## config.mk

```make
export PLATFORM = sky130hd
export DESIGN_NAME = ps2_scan_rx
export DESIGN_NICKNAME = d
export VERILOG_FILES = /design/src/rtl/ps2_pkg.sv /design/src/rtl/ps2_evt_fifo.sv /design/src/rtl/ps2_scan_rx.sv
export SDC_FILE = /design/constraint.sdc
export NUM_CORES = 1
export LEC_CHECK = 0
export CAP_MARGIN = 20
export CORE_ASPECT_RATIO = 1.75
export CORE_MARGIN = 3
export CORE_UTILIZATION = 54
export CTS_CLUSTER_SIZE = 25
export DETAILED_ROUTE_END_ITERATION = 8
export PLACE_DENSITY_LB_ADDON = 0.1
export SLEW_MARGIN = 10
export SYNTH_ARGS = -nofsm -noshare
export SYNTH_HDL_FRONTEND = slang
export SYNTH_HIERARCHICAL = 1
export SYNTH_SLANG_ARGS = --single-unit
```

## constraint.sdc

```tcl
create_clock -name clk -period 1.9 [get_ports clk]
set_input_delay 0.57 -clock clk [delete_from_list [all_inputs] [get_ports clk]]
set_output_delay 0.57 -clock clk [all_outputs]
set_load 0.1 [all_outputs]
```

## src/rtl/ps2_pkg.sv

```systemverilog
// ps2_pkg
//   Shared definitions for the PS/2 scan-code receiver:
//   - frame FSM state encoding
//   - PS/2 prefix byte constants (extended / break)
//   - packed event layout stored in the event FIFO
//   - odd-parity helper used by the frame FSM
package ps2_pkg;

  typedef enum logic [1:0] {
    ST_IDLE   = 2'd0,
    ST_DATA   = 2'd1,
    ST_PARITY = 2'd2,
    ST_STOP   = 2'd3
  } ps2_state_e;

  localparam logic [7:0] PS2_EXT = 8'hE0;
  localparam logic [7:0] PS2_BRK = 8'hF0;

  localparam int EVT_W = 10;

  // Event word as held in the FIFO: {ext, brk, code}.
  typedef struct packed {
    logic       ext;
    logic       brk;
    logic [7:0] code;
  } ps2_evt_t;

  // True when the 8 data bits plus the parity bit hold an odd number of ones.
  function automatic logic odd_parity_ok(input logic [7:0] data, input logic par);
    return ^{data, par};
  endfunction

endpackage

```

## src/rtl/ps2_evt_fifo.sv

```systemverilog
// ps2_evt_fifo
//   Show-ahead event queue for decoded key events. The head entry is visible
//   on dout whenever empty is low; dout reads as zero while empty.
//   A push while full is rejected (drop pulses) unless a pop happens in the
//   same cycle, in which case both are accepted.
// Ports
//   clk, resetn : clock, synchronous active-low reset
//   push, din   : write request and event word
//   pop         : remove head entry (ignored while empty)
//   full, empty : occupancy status
//   dout        : head entry (show-ahead)
//   drop        : a push was rejected this cycle because the queue was full
module ps2_evt_fifo
  import ps2_pkg::*;
#(
  parameter int DEPTH = 4   // power of two, at least 2
) (
  input  logic             clk,
  input  logic             resetn,
  input  logic             push,
  input  logic [EVT_W-1:0] din,
  input  logic             pop,
  output logic             full,
  output logic             empty,
  output logic [EVT_W-1:0] dout,
  output logic             drop
);

  localparam int AW = $clog2(DEPTH);

  logic [EVT_W-1:0] mem_q [DEPTH];
  // Pointers carry one extra wrap bit to tell full from empty.
  logic [AW:0]      wr_ptr_q, wr_ptr_d;
  logic [AW:0]      rd_ptr_q, rd_ptr_d;
  logic             do_push, do_pop;

  assign empty   = (wr_ptr_q == rd_ptr_q);
  assign full    = (wr_ptr_q[AW] != rd_ptr_q[AW]) &&
                   (wr_ptr_q[AW-1:0] == rd_ptr_q[AW-1:0]);
  assign do_pop  = pop & ~empty;
  // A pop in the same cycle frees the slot the push needs.
  assign do_push = push & (~full | do_pop);
  assign drop    = push & ~do_push;

  always_comb begin
    wr_ptr_d = wr_ptr_q;
    rd_ptr_d = rd_ptr_q;
    if (do_push) wr_ptr_d = wr_ptr_q + (AW+1)'(1);
    if (do_pop)  rd_ptr_d = rd_ptr_q + (AW+1)'(1);
  end

  always_ff @(posedge clk) begin
    if (!resetn) begin
      wr_ptr_q <= '0;
      rd_ptr_q <= '0;
    end else begin
      wr_ptr_q <= wr_ptr_d;
      rd_ptr_q <= rd_ptr_d;
    end
  end

  // Storage carries no reset; the head is masked while the queue is empty.
  always_ff @(posedge clk) begin
    if (do_push) mem_q[wr_ptr_q[AW-1:0]] <= din;
  end

  assign dout = empty ? '0 : mem_q[rd_ptr_q[AW-1:0]];

endmodule

```

## src/rtl/ps2_scan_rx.sv

```systemverilog
// ps2_scan_rx
//   PS/2 keyboard receiver: synchronises and de-glitches the keyboard clock,
//   deframes 11-bit frames (start, 8 data LSB-first, odd parity, stop),
//   folds E0/F0 prefixes into {ext, break, code} events and queues them.
// Ports
//   clk, resetn      : system clock, synchronous active-low reset
//   PS2Clk, PS2Data  : asynchronous keyboard lines, idle high
//   rd_en            : pop the head event (ignored when key_valid is low)
//   err_clr          : clear frame_err and overflow
//   key_valid        : event queue non-empty
//   key_code         : head event scan code
//   key_break        : head event is a key release
//   key_ext          : head event is an extended key
//   frame_err        : sticky, framing/parity/timeout error seen
//   overflow         : sticky, an event was dropped on a full queue
module ps2_scan_rx
  import ps2_pkg::*;
#(
  parameter int FILTER_LEN     = 4,
  parameter int TIMEOUT_CYCLES = 100000,
  parameter int FIFO_DEPTH     = 4
) (
  input  logic       clk,
  input  logic       resetn,
  input  logic       PS2Clk,
  input  logic       PS2Data,
  input  logic       rd_en,
  input  logic       err_clr,
  output logic       key_valid,
  output logic [7:0] key_code,
  output logic       key_break,
  output logic       key_ext,
  output logic       frame_err,
  output logic       overflow
);

  localparam int              FW        = (FILTER_LEN > 1) ? $clog2(FILTER_LEN) : 1;
  localparam int              TW        = $clog2(TIMEOUT_CYCLES + 1);
  localparam logic [FW-1:0]   FILT_LAST = FW'(FILTER_LEN - 1);
  localparam logic [TW-1:0]   TO_LAST   = TW'(TIMEOUT_CYCLES - 1);

  // ---------------------------------------------------------------- sync
  logic [1:0] clk_sync_q;
  logic [1:0] data_sync_q;
  logic       clk_s, data_s;

  always_ff @(posedge clk) begin
    if (!resetn) begin
      clk_sync_q  <= 2'b11;
      data_sync_q <= 2'b11;
    end else begin
      clk_sync_q  <= {clk_sync_q[0], PS2Clk};
      data_sync_q <= {data_sync_q[0], PS2Data};
    end
  end

  assign clk_s  = clk_sync_q[1];
  assign data_s = data_sync_q[1];

  // -------------------------------------------------------------- filter
  // The filtered level flips on the FILTER_LEN-th consecutive sample that
  // disagrees with it; any agreeing sample restarts the run.
  logic          filt_q, filt_d;
  logic [FW-1:0] filt_cnt_q, filt_cnt_d;
  logic          strobe;

  always_comb begin
    filt_d     = filt_q;
    filt_cnt_d = '0;
    strobe     = 1'b0;
    if (clk_s != filt_q) begin
      if (filt_cnt_q == FILT_LAST) begin
        filt_d = clk_s;
        strobe = ~clk_s;
      end else begin
        filt_cnt_d = filt_cnt_q + FW'(1);
      end
    end
  end

  always_ff @(posedge clk) begin
    if (!resetn) begin
      filt_q     <= 1'b1;
      filt_cnt_q <= '0;
    end else begin
      filt_q     <= filt_d;
      filt_cnt_q <= filt_cnt_d;
    end
  end

  // ----------------------------------------------------------- frame FSM
  ps2_state_e    state_q, state_d;
  logic [2:0]    bit_cnt_q, bit_cnt_d;
  logic [7:0]    shift_q, shift_d;
  logic          par_bad_q, par_bad_d;
  logic [TW-1:0] to_cnt_q, to_cnt_d;
  logic          byte_vld_q, byte_vld_d;
  logic [7:0]    byte_q;
  logic          abort_q, abort_d;
  logic          err_set;

  always_ff @(posedge clk) begin
    if (!resetn) begin
      state_q    <= ST_IDLE;
      bit_cnt_q  <= '0;
      shift_q    <= '0;
      par_bad_q  <= 1'b0;
      to_cnt_q   <= '0;
      byte_vld_q <= 1'b0;
      byte_q     <= '0;
      abort_q    <= 1'b0;
    end else begin
      state_q    <= state_d;
      bit_cnt_q  <= bit_cnt_d;
      shift_q    <= shift_d;
      par_bad_q  <= par_bad_d;
      to_cnt_q   <= to_cnt_d;
      byte_vld_q <= byte_vld_d;
      byte_q     <= shift_q;
      abort_q    <= abort_d;
    end
  end

  always_comb begin
    state_d    = state_q;
    bit_cnt_d  = bit_cnt_q;
    shift_d    = shift_q;
    par_bad_d  = par_bad_q;
    byte_vld_d = 1'b0;
    abort_d    = 1'b0;
    err_set    = 1'b0;

    // Idle time is only measured while a frame is open.
    if (state_q == ST_IDLE || strobe) to_cnt_d = '0;
    else                              to_cnt_d = to_cnt_q + TW'(1);

    case (state_q)
      ST_IDLE: begin
        if (strobe) begin
          if (!data_s) begin
            state_d   = ST_DATA;
            bit_cnt_d = '0;
            par_bad_d = 1'b0;
          end else begin
            err_set = 1'b1;
            abort_d = 1'b1;
          end
        end
      end
      ST_DATA: begin
        if (strobe) begin
          shift_d   = {data_s, shift_q[7:1]};
          bit_cnt_d = bit_cnt_q + 3'd1;
          if (bit_cnt_q == 3'd7) state_d = ST_PARITY;
        end
      end
      ST_PARITY: begin
        if (strobe) begin
          par_bad_d = ~odd_parity_ok(shift_q, data_s);
          state_d   = ST_STOP;
        end
      end
      ST_STOP: begin
        if (strobe) begin
          state_d   = ST_IDLE;
          bit_cnt_d = '0;
          if (data_s && !par_bad_q) begin
            byte_vld_d = 1'b1;
          end else begin
            err_set = 1'b1;
            abort_d = 1'b1;
          end
        end
      end
      default: state_d = ST_IDLE;
    endcase

    if (state_q != ST_IDLE && !strobe && to_cnt_q == TO_LAST) begin
      state_d   = ST_IDLE;
      bit_cnt_d = '0;
      err_set   = 1'b1;
      abort_d   = 1'b1;
    end
  end

  // ------------------------------------------------------------- decoder
  // byte_q is the shift register captured on the stop strobe, so it lines up
  // with byte_vld_q one cycle later.
  logic     ext_pend_q, ext_pend_d;
  logic     brk_pend_q, brk_pend_d;
  logic     evt_push;
  ps2_evt_t evt_in;

  always_comb begin
    ext_pend_d = ext_pend_q;
    brk_pend_d = brk_pend_q;
    evt_push   = 1'b0;
    evt_in     = '{ext: ext_pend_q, brk: brk_pend_q, code: byte_q};
    if (abort_q) begin
      ext_pend_d = 1'b0;
      brk_pend_d = 1'b0;
    end else if (byte_vld_q) begin
      if (byte_q == PS2_EXT) begin
        ext_pend_d = 1'b1;
      end else if (byte_q == PS2_BRK) begin
        brk_pend_d = 1'b1;
      end else begin
        evt_push   = 1'b1;
        ext_pend_d = 1'b0;
        brk_pend_d = 1'b0;
      end
    end
  end

  // ---------------------------------------------------------------- FIFO
  logic             fifo_full, fifo_empty, fifo_drop;
  logic [EVT_W-1:0] fifo_dout;
  ps2_evt_t         head_evt;

  ps2_evt_fifo #(
    .DEPTH (FIFO_DEPTH)
  ) u_fifo (
    .clk    (clk),
    .resetn (resetn),
    .push   (evt_push),
    .din    (evt_in),
    .pop    (rd_en),
    .full   (fifo_full),
    .empty  (fifo_empty),
    .dout   (fifo_dout),
    .drop   (fifo_drop)
  );

  // --------------------------------------------------------- sticky flags
  // A set in the same cycle as err_clr wins.
  logic frame_err_q, frame_err_d;
  logic overflow_q, overflow_d;

  assign frame_err_d = err_set   | (frame_err_q & ~err_clr);
  assign overflow_d  = fifo_drop | (overflow_q  & ~err_clr);

  always_ff @(posedge clk) begin
    if (!resetn) begin
      ext_pend_q  <= 1'b0;
      brk_pend_q  <= 1'b0;
      frame_err_q <= 1'b0;
      overflow_q  <= 1'b0;
    end else begin
      ext_pend_q  <= ext_pend_d;
      brk_pend_q  <= brk_pend_d;
      frame_err_q <= frame_err_d;
      overflow_q  <= overflow_d;
    end
  end

  // -------------------------------------------------------------- outputs
  assign head_evt  = ps2_evt_t'(fifo_dout);
  assign key_valid = ~fifo_empty;
  assign key_code  = head_evt.code;
  assign key_break = head_evt.brk;
  assign key_ext   = head_evt.ext;
  assign frame_err = frame_err_q;
  assign overflow  = overflow_q;

  // fifo_full is only consumed inside the FIFO's own accept logic.
  logic unused_full;
  assign unused_full = fifo_full;

endmodule

```

==> reports/qor.yml, run 1 <==
status:
  outcome: "complete, but fails checks"
  failed_checks: "setup timing"
timing:
  slew_headroom_pct: 72.5
  post-route-min-period_ns: 2.24
  period_share_pct: 118
  timing.fmax_mhz: 447
  finClkSkew_ns: 0.00964
  finalSetupViolations: 11
  rsz0062_at_grt: "yes"
  setup_ws_ns: -0.339
  slew_viol_final: 0
  fin_tns_setup_ns: -3.58
  worst_pin_slew_ns: 0.408
  whs_ns: 0.418
  hold_viol_final: 0
clock_network:
  numCtsBuffers: 9
  insertion_delay_ns: 0.34
  clock_path_buffers: 2
  htreeDepth: 3
  cts.reportedPaths.clkPinSlew_ns: 0.07
  cts_tree: "done"
  cts_root_buf: "clkbuf_16"
  clock_sinks: 100
  post_cts_buffers: 0
worst_setup_path:
  cp.arrival_ns: 1.67
  r2r_setup_slack_ns: 0.13
  rr_startpoint: "byte_q[2]"
  reg2reg_to: "u_fifo/mem_q[2][3]"
  reg2regPathDepth: 6
  cp-start-kind: "flop"
  critPathKind: "flop to output port"
  cp-end-kind: "output port"
  crit_fanout: 5
  worst-endpoint-required_ns: 1.33
detailed_routing:
  finalWirelength_mm: 7.44
  ant_nets: 0
  detail_route.vias_per_cell: 5.45
  vias: 2639
  drt-pass1-iter-count: 4
  route.detailed.drc: 0
  first_iter_violations: 64
  wl_per_cell_um: 15.4
placement:
  io_buffers: 18
  place.gp.congestion: 0.773
  pre_cts_slack_ns: -0.259
  dp.cells: 467
  hpwlAfterDp_mm: 5.32
final_layout:
  area_growth_pct: 25.1
  insertedDiodeCount: 0
  fin_cells: 484
  drive_gt1_share_pct: 23.4
  layout.nets: 413
grt:
  grt_pass1_wl_mm: 12.6
  antenna_found_initial: 0
  grt_busiest_layer: "met2"
  gr-usage-all-layers_pct: 18.5
  gr-total-overflow: 0
  met3_usage_pct: 4.84
  first_global_vias: 2680
  grt.met1_usage_pct: 19.8
  gr-usage-met2_pct: 33.7
  grt_start_max_net_pins: 41
hold_path:
  min_to: "clk_sync_q[1]"
  min_from: "clk_sync_q[0]"
  worstHoldPathType: "flop to flop"
  min_path_cells: 1
pwr:
  max-vdd-ir-drop_mv: 0.660
  power.total_uw: 4120
  powerDensity_nw_per_um2: 786
  leakagePower_uw: 0.00193
floorplan:
  ios: 19
  fp.dieArea_um2: 8890
  die_y_um: 123
  core_area_um2: 7390
  die_x_um: 72.6
  rows: 41
  start_util_pct: 56.7
synth:
  ys_warn_count: 6
  syn_avg_cell_area_um2: 12.0
  syn_inst: 348
  syn-num-nets: 368
  syn_area_um2: 4190
flow_run:
  max_cap_viol_count: 0
-- through the flow --
| stage | area, um^2 | utilization [%] |
|---|---|---|
| global route | 5240 | 70.9 |
| floorplan | 4330 | - |
| detailed placement | 4900 | 66.3 |
| global placement | 4900 | 66.3 |
| finish | 5240 | 70.9 |
| CTS | 5210 | 70.5 |
-- cells in the final DEF, fill, tap and decap left out, types with 5 or more instances in the layout --
cell / instances
a21boi_0: 10
a21oi_1: 5
and2_1: 14
buf_12: 16
buf_4: 22
clkbuf_16: 10
clkdlybuf4s50_1: 5
dfxtp_1: 54
dfxtp_2: 5
edfxtp_1: 40
ha_1: 14
inv_1: 8
mux2i_1: 10
mux4_2: 10
nand2_1: 37
nand2b_1: 6
nand3_1: 5
nor2_1: 25
nor2b_1: 5
nor2b_4: 10
xnor2_1: 15
xor2_1: 11
-- report_power, final --
group | switching, uW | internal (uW) | total [uW]
clock network | 783 | 1030 | 1810
registers | 4.10 | 2220 | 2220
logic | 43.2 | 40.0 | 83.2
total | 830 | 3290 | 4120
-- timing repair --
| action | in CTS | in global routing |
|---|---|---|
| endpoints found under the setup margin | 41 | 11 |
| hold buffers | 0 | 0 |
| gates cloned | 0 | 1 |
| resized for setup | 5 | 1 |
-- worst max path at each step --
stage	endpoint	slack, ns	cells past startpoint
2_1_floorplan	key_valid	-0.13	4
3_3_place_gp	u_fifo/mem_q[1][6]	-0.21	3
3_5_place_dp	u_fifo/mem_q[2][6]	-0.26	3
4_1_cts	key_code[6]	-0.36	4
5_1_grt	key_break	-0.39	4
6_report	key_break	-0.34	4
-- metal layers --
| layer | routed length [um] | vias to the layer above |
|---|---|---|
| met3 | 193 | 9 |
| met5 | 0 | - |
| met4 | 116 | 0 |
| met1 | 2920 | 1298 |
| li1 | - | 1307 |
| met2 | 4210 | 25 |
-- sequential cells by signal, indices dropped and copies added, names as in the netlist, 2 cells and up, named ones only --
signal / flops
u_fifo/mem_q: 40
to_cnt_q: 17
byte_q: 8
shift_q: 8
bit_cnt_q: 3
u_fifo/rd_ptr_q: 3
u_fifo/wr_ptr_q: 3
clk_sync_q: 2
data_sync_q: 2
filt_cnt_q: 2
state_q: 2
-- worst max-delay path: stages (launching register included) --
cell	delay, ns
dfxtp_4	0.38
clkbuf_16	0.15
mux4_2	0.49
nor2b_4	0.15
buf_12	0.16
-- final cells by class --
| cell class | count | area, um^2 |
|---|---|---|
| Clock buffer | 10 | 229 |
| Clock inverter | 6 | 72.6 |
| Fill cell | 544 | 2150 |
| Inverter | 9 | 37.5 |
| Multi-Input combinational cell | 229 | 1820 |
| Sequential cell | 100 | 2410 |
| Tap cell | 86 | 108 |
| Timing Repair Buffer | 44 | 561 |
Note: power is estimated with default switching activity, not from simulation.
==> run 2: changes to the inputs <==
- CORE_UTILIZATION: 54 -> 49
- PLACE_DENSITY: default -> 0.69
- PLACE_DENSITY_LB_ADDON: 0.1 -> default
==> reports/qor.yml, run 2 (synthesis results as in run 1) <==
worst_setup_path:
  cp-end-kind: "output port"
  reg2regPathDepth: 6
  cp-start-kind: "flop"
  crit_fanout: 10
  worst-endpoint-required_ns: 1.33
  cp.arrival_ns: 1.64
  critPathKind: "flop to output port"
hold_path:
  min_path_cells: 1
  worstHoldPathType: "flop to flop"
timing:
  rsz0062_at_grt: "yes"
  slew_headroom_pct: 75.2
  timing.fmax_mhz: 452
  finClkSkew_ns: 0.00478
  setup_ws_ns: -0.314
  period_share_pct: 117
  finalSetupViolations: 11
  post-route-min-period_ns: 2.21
  slew_viol_final: 0
  hold_viol_final: 0
  worst_pin_slew_ns: 0.369
final_layout:
  insertedDiodeCount: 0
  largest_reg_flops: 40
  final_area_um2: 5340
  area_growth_pct: 27.4
  postLayoutCoreUtil_pct: 64.2
  ff_latch_area_um2: 2410
  layout.nets: 419
  nFillCells: 625
  multiInputGateArea_um2: 1820
  final_cell_mix: "dfxtp_1, edfxtp_1, nand2_1"
  mostFrequentLayoutCell: "dfxtp_1"
  drive_gt1_share_pct: 25.0
pwr:
  power.total_uw: 4140
  leakagePower_uw: 0.00197
  max-vdd-ir-drop_mv: 0.715
  powerDensity_nw_per_um2: 776
floorplan:
  ios: 19
  die_y_um: 128
  die_x_um: 75.9
  fp.dieArea_um2: 9740
  start_util_pct: 50.4
  core_area_um2: 8310
  rows: 44
detailed_routing:
  detail_route.vias_per_cell: 5.00
  wl_per_cell_um: 13.7
  drt-pass1-iter-count: 4
  finalWirelength_mm: 7.09
  first_iter_violations: 138
  vias: 2595
  route.detailed.drc: 0
  ant_nets: 0
grt:
  first_global_vias: 2704
  grt_pass1_wl_mm: 12.4
  antenna_found_initial: 0
  grt_start_max_net_pins: 35
  gr-usage-all-layers_pct: 16.9
  gr-total-overflow: 0
clock_network:
  clock_path_buffers: 2
  hold_buffers: 0
  cts_tree: "done"
  insertion_delay_ns: 0.34
  numCtsBuffers: 9
  clock_sinks: 100
  htreeDepth: 3
  cts.reportedPaths.clkPinSlew_ns: 0.06
  cts_root_buf: "clkbuf_16"
placement:
  place_area_um2: 4970
  place.gp.congestion: 0.758
  io_buffers: 18
  hpwlAfterDp_mm: 5.14
flow_run:
  max_cap_viol_count: 0
status:
  failed_checks: "setup timing"
  outcome: "complete, but fails checks"
==> run 2: cell count changes in the layout (fill, tap and decap cells not counted), sizes merged <==
cell      change
buf           +7
inv           +1
clkbuf        -1
clkinvlp      +1
clkinv        -2
==> run 2: per-stage QoR <==
step	hold WS (ns)	cells	TNS, ns	setup slack, ns
global route	0.434	519	-3.81	-0.371
CTS	0.418	518	-3.42	-0.337
finish	0.413	519	-3.24	-0.314
floorplan	0.386	348	-0.848	-0.129
global placement	0.390	499	-7.05	-0.227
detailed placement	0.399	499	-8.06	-0.252
==> run 2: worst paths after layout <==
check	start	endpoint	slack (ns)
min	clk_sync_q[0]	clk_sync_q[1]	0.41
max	flop	key_code[7]	-0.31
max reg2reg	byte_q[2]	u_fifo/mem_q[2][6]	0.17
min reg2reg	clk_sync_q[0]	clk_sync_q[1]	0.41
==> run 2: area by class of cell <==
class	instances	area share (%)
Sequential cell	100	45.2
Clock inverter	6	1.34
Clock buffer	10	4.48
Inverter	9	0.703
Multi-Input combinational cell	229	34.1
Tap cell	115	2.70
Timing Repair Buffer	50	11.5
==> run 2: metal layers <==
metal	GRT usage, %	routed length, um	vias to the layer above	share of wire [%]
li1	-	-	1323	-
met5	0	0	-	0
met1	18.6	2790	1234	39
met2	29.7	3990	27	56
met4	9.78	163	0	2.3
met3	2.28	154	11	2.2
==> run 2: timing repair <==
| action | CTS | global route |
|---|---|---|
| pin swaps | 2 | 1 |
| setup endpoints to repair | 41 | 41 |
| resized for setup | 6 | 3 |
| endpoints found under the hold margin | 0 | 0 |
| buffers inserted | 3 | 1 |
==> run 2: report_power, final <==
part           total, uW  switching, uW  internal [uW]  leakage, uW
combinational       83.3           42.1           41.2     0.000955
clock               1840            773           1070     0.000146
sequential          2220           3.60           2220     0.000868
total               4140            819           3330      0.00197
==> run 2: critical path: stages (launching register included) <==
cell and delay (ns):
dfxtp_2 0.34, buf_12 0.14, mux4_2 0.51, nor2b_4 0.15, buf_12 0.15
==> run 3: changes to the inputs <==
- SYNTH_HIERARCHICAL: 1 -> default
==> reports/qor.yml, run 3 <==
floorplan:
  core_area_um2: 8070
  die_x_um: 75.4
  die_y_um: 128
  start_util_pct: 51.2
  rows: 43
  fp.dieArea_um2: 9620
  ios: 19
detailed_routing:
  detail_route.vias_per_cell: 5.22
  ant_nets: 0
  drt-pass1-iter-count: 4
  first_iter_violations: 139
  vias: 2534
  route.detailed.drc: 0
  wl_per_cell_um: 14.8
  finalWirelength_mm: 7.17
grt:
  antenna_found_initial: 0
  grt_busiest_layer: "met2"
  grt_start_max_net_pins: 30
  gr-total-overflow: 0
  gr-usage-all-layers_pct: 17.1
  gr-usage-met2_pct: 33.1
  met3_usage_pct: 3.39
  grt_pass1_wl_mm: 12.2
  grt.met1_usage_pct: 15.6
  first_global_vias: 2651
synth:
  ys_seq_elements: 100
  synth.cells.most_frequent: "dfxtp_1, edfxtp_1, nand2_1"
  yosysMostFrequentCell: "dfxtp_1"
  synth-async-reset-ratio_pct: 0
  syn_inst: 345
  ys_warn_count: 0
  dominantRegCellSynth: "dfxtp_1"
  yosys.area.top_type: "dfxtp_1"
  yosysSeqAreaShare_pct: 58.1
  synth_top_area_share_pct: 29.0
  synth_area_leaders: "dfxtp_1, edfxtp_1, mux4_2"
  synth_edf_count: 40
  syn-num-nets: 365
  syn_avg_cell_area_um2: 12.0
  syn_area_um2: 4140
  synth.distinct_cells: 42
final_layout:
  largest_reg_flops: 40
  area_growth_pct: 25.4
  layout.nets: 410
  drive_gt1_share_pct: 22.8
  multiInputGateArea_um2: 1740
  ff_latch_area_um2: 2420
  nFillCells: 604
  insertedDiodeCount: 0
  final_cell_mix: "dfxtp_1, edfxtp_1, nand2_1"
  mostFrequentLayoutCell: "dfxtp_1"
status:
  outcome: "complete, but fails checks"
  failed_checks: "setup timing"
clock_network:
  numCtsBuffers: 9
  cts_root_buf: "clkbuf_16"
  cts_tree: "done"
  clock_sinks: 100
  htreeDepth: 3
  cts.reportedPaths.clkPinSlew_ns: 0.06
  insertion_delay_ns: 0.33
  clock_path_buffers: 2
pwr:
  power.total_uw: 3900
  leakagePower_uw: 0.00193
  powerDensity_nw_per_um2: 751
  max-vdd-ir-drop_mv: 0.605
timing:
  hold_viol_final: 0
  slew_headroom_pct: 62.5
  period_share_pct: 118
  timing.fmax_mhz: 445
  rsz0062_at_grt: "yes"
  slew_viol_final: 0
  post-route-min-period_ns: 2.25
  setup_ws_ns: -0.346
  finalSetupViolations: 11
  fin_tns_setup_ns: -3.67
  finClkSkew_ns: 0.00363
  worst_pin_slew_ns: 0.558
worst_setup_path:
  worst-endpoint-required_ns: 1.33
  critPathKind: "flop to output port"
  r2r_setup_slack_ns: 0.16
  crit_fanout: 7
  cp.arrival_ns: 1.68
  cp-end-kind: "output port"
  rr_startpoint: "u_fifo.rd_ptr_q[1]"
  cp-start-kind: "flop"
  reg2reg_to: "u_fifo.mem_q[0][3]"
  reg2regPathDepth: 7
hold_path:
  min_from: "data_sync_q[0]"
  min_path_cells: 1
  min_to: "data_sync_q[1]"
  worstHoldPathType: "flop to flop"
flow_run:
  max_cap_viol_count: 0
placement:
  place.gp.congestion: 0.803
  io_buffers: 18
  hpwlAfterDp_mm: 5.22
## run 3: what timing repair did
action / 4_1_cts / 5_1_grt
gates resized for setup: 11 / 4
pin swaps: 6 / 6
cloned: 2 / 0
setup endpoints to repair: 11 / 51
hold buffers: 0 / 0
buffers inserted: 3 / 0
## run 3: logic make-up (layout without fill, tap and decap cells)
family | count (synthesis) | after routing | synth area share (%)
AO/OA/AOI/OAI | 28 | 28 | 4.69
XOR/XNOR | 30 | 30 | 6.35
adder cells (fa/ha/maj) | 14 | 14 | 4.24
buffers and inverters | 18 | 67 | 1.75
flip-flops | 100 | 100 | 58.1
multiplexers | 15 | 15 | 6.66
AND/OR/NAND/NOR | 140 | 141 | 18.2
## run 3: worst max-delay path, cell delays in order, from the launching register on
cell,delay [ns]
dfxtp_2,0.34
xor2_2,0.19
or3_4,0.46
and2_4,0.19
buf_12,0.16
## run 3: worst max path at each step
stage                        from                 end  slack, ns
2_1_floorplan  u_fifo.wr_ptr_q[0]         key_code[0]      -0.05
5_1_grt                      flop         key_code[3]      -0.39
4_1_cts        u_fifo.wr_ptr_q[2]         key_code[5]      -0.38
3_5_place_dp                rd_en  u_fifo.mem_q[0][5]      -0.25
6_report       u_fifo.wr_ptr_q[2]         key_code[2]      -0.35
3_3_place_gp                rd_en  u_fifo.mem_q[1][5]      -0.22
## run 3: final cells by class
type | instances | area share, %
flip-flops and latches | 100 | 46.6
multi-input cells | 228 | 33.5
repair buffers | 45 | 12.0
clock buffers | 12 | 4.75
well taps | 90 | 2.17
clock inverters | 4 | 0.507
inverters | 6 | 0.434
## run 3: power breakdown
part           switching [uW]  internal [uW]  total, uW  leakage [uW]
Clock                     717            919       1640      0.000122
Combinational            19.6           24.8       44.4      0.000913
Sequential               3.46           2210       2220      0.000894
Total                     740           3160       3900       0.00193
## run 3: metrics by stage
step | util, % | cell area, um^2 | setup WS, ns | hold slack, ns | std cells
2_1_floorplan | - | 4190 | -0.0477 | 0.386 | 345
3_3_place_gp | 59.5 | 4800 | -0.216 | 0.394 | 464
3_5_place_dp | 59.5 | 4800 | -0.253 | 0.400 | 464
4_1_cts | 64.0 | 5170 | -0.378 | 0.415 | 485
5_1_grt | 64.3 | 5190 | -0.393 | 0.437 | 485
6_report | 64.3 | 5190 | -0.346 | 0.409 | 485
## run 3: per-layer routing
layer  up-vias  wire length [um]
li1       1288                 -
met1      1203              2490
met2        28              4320
met3        15               138
met4         0               216
met5         -                 0
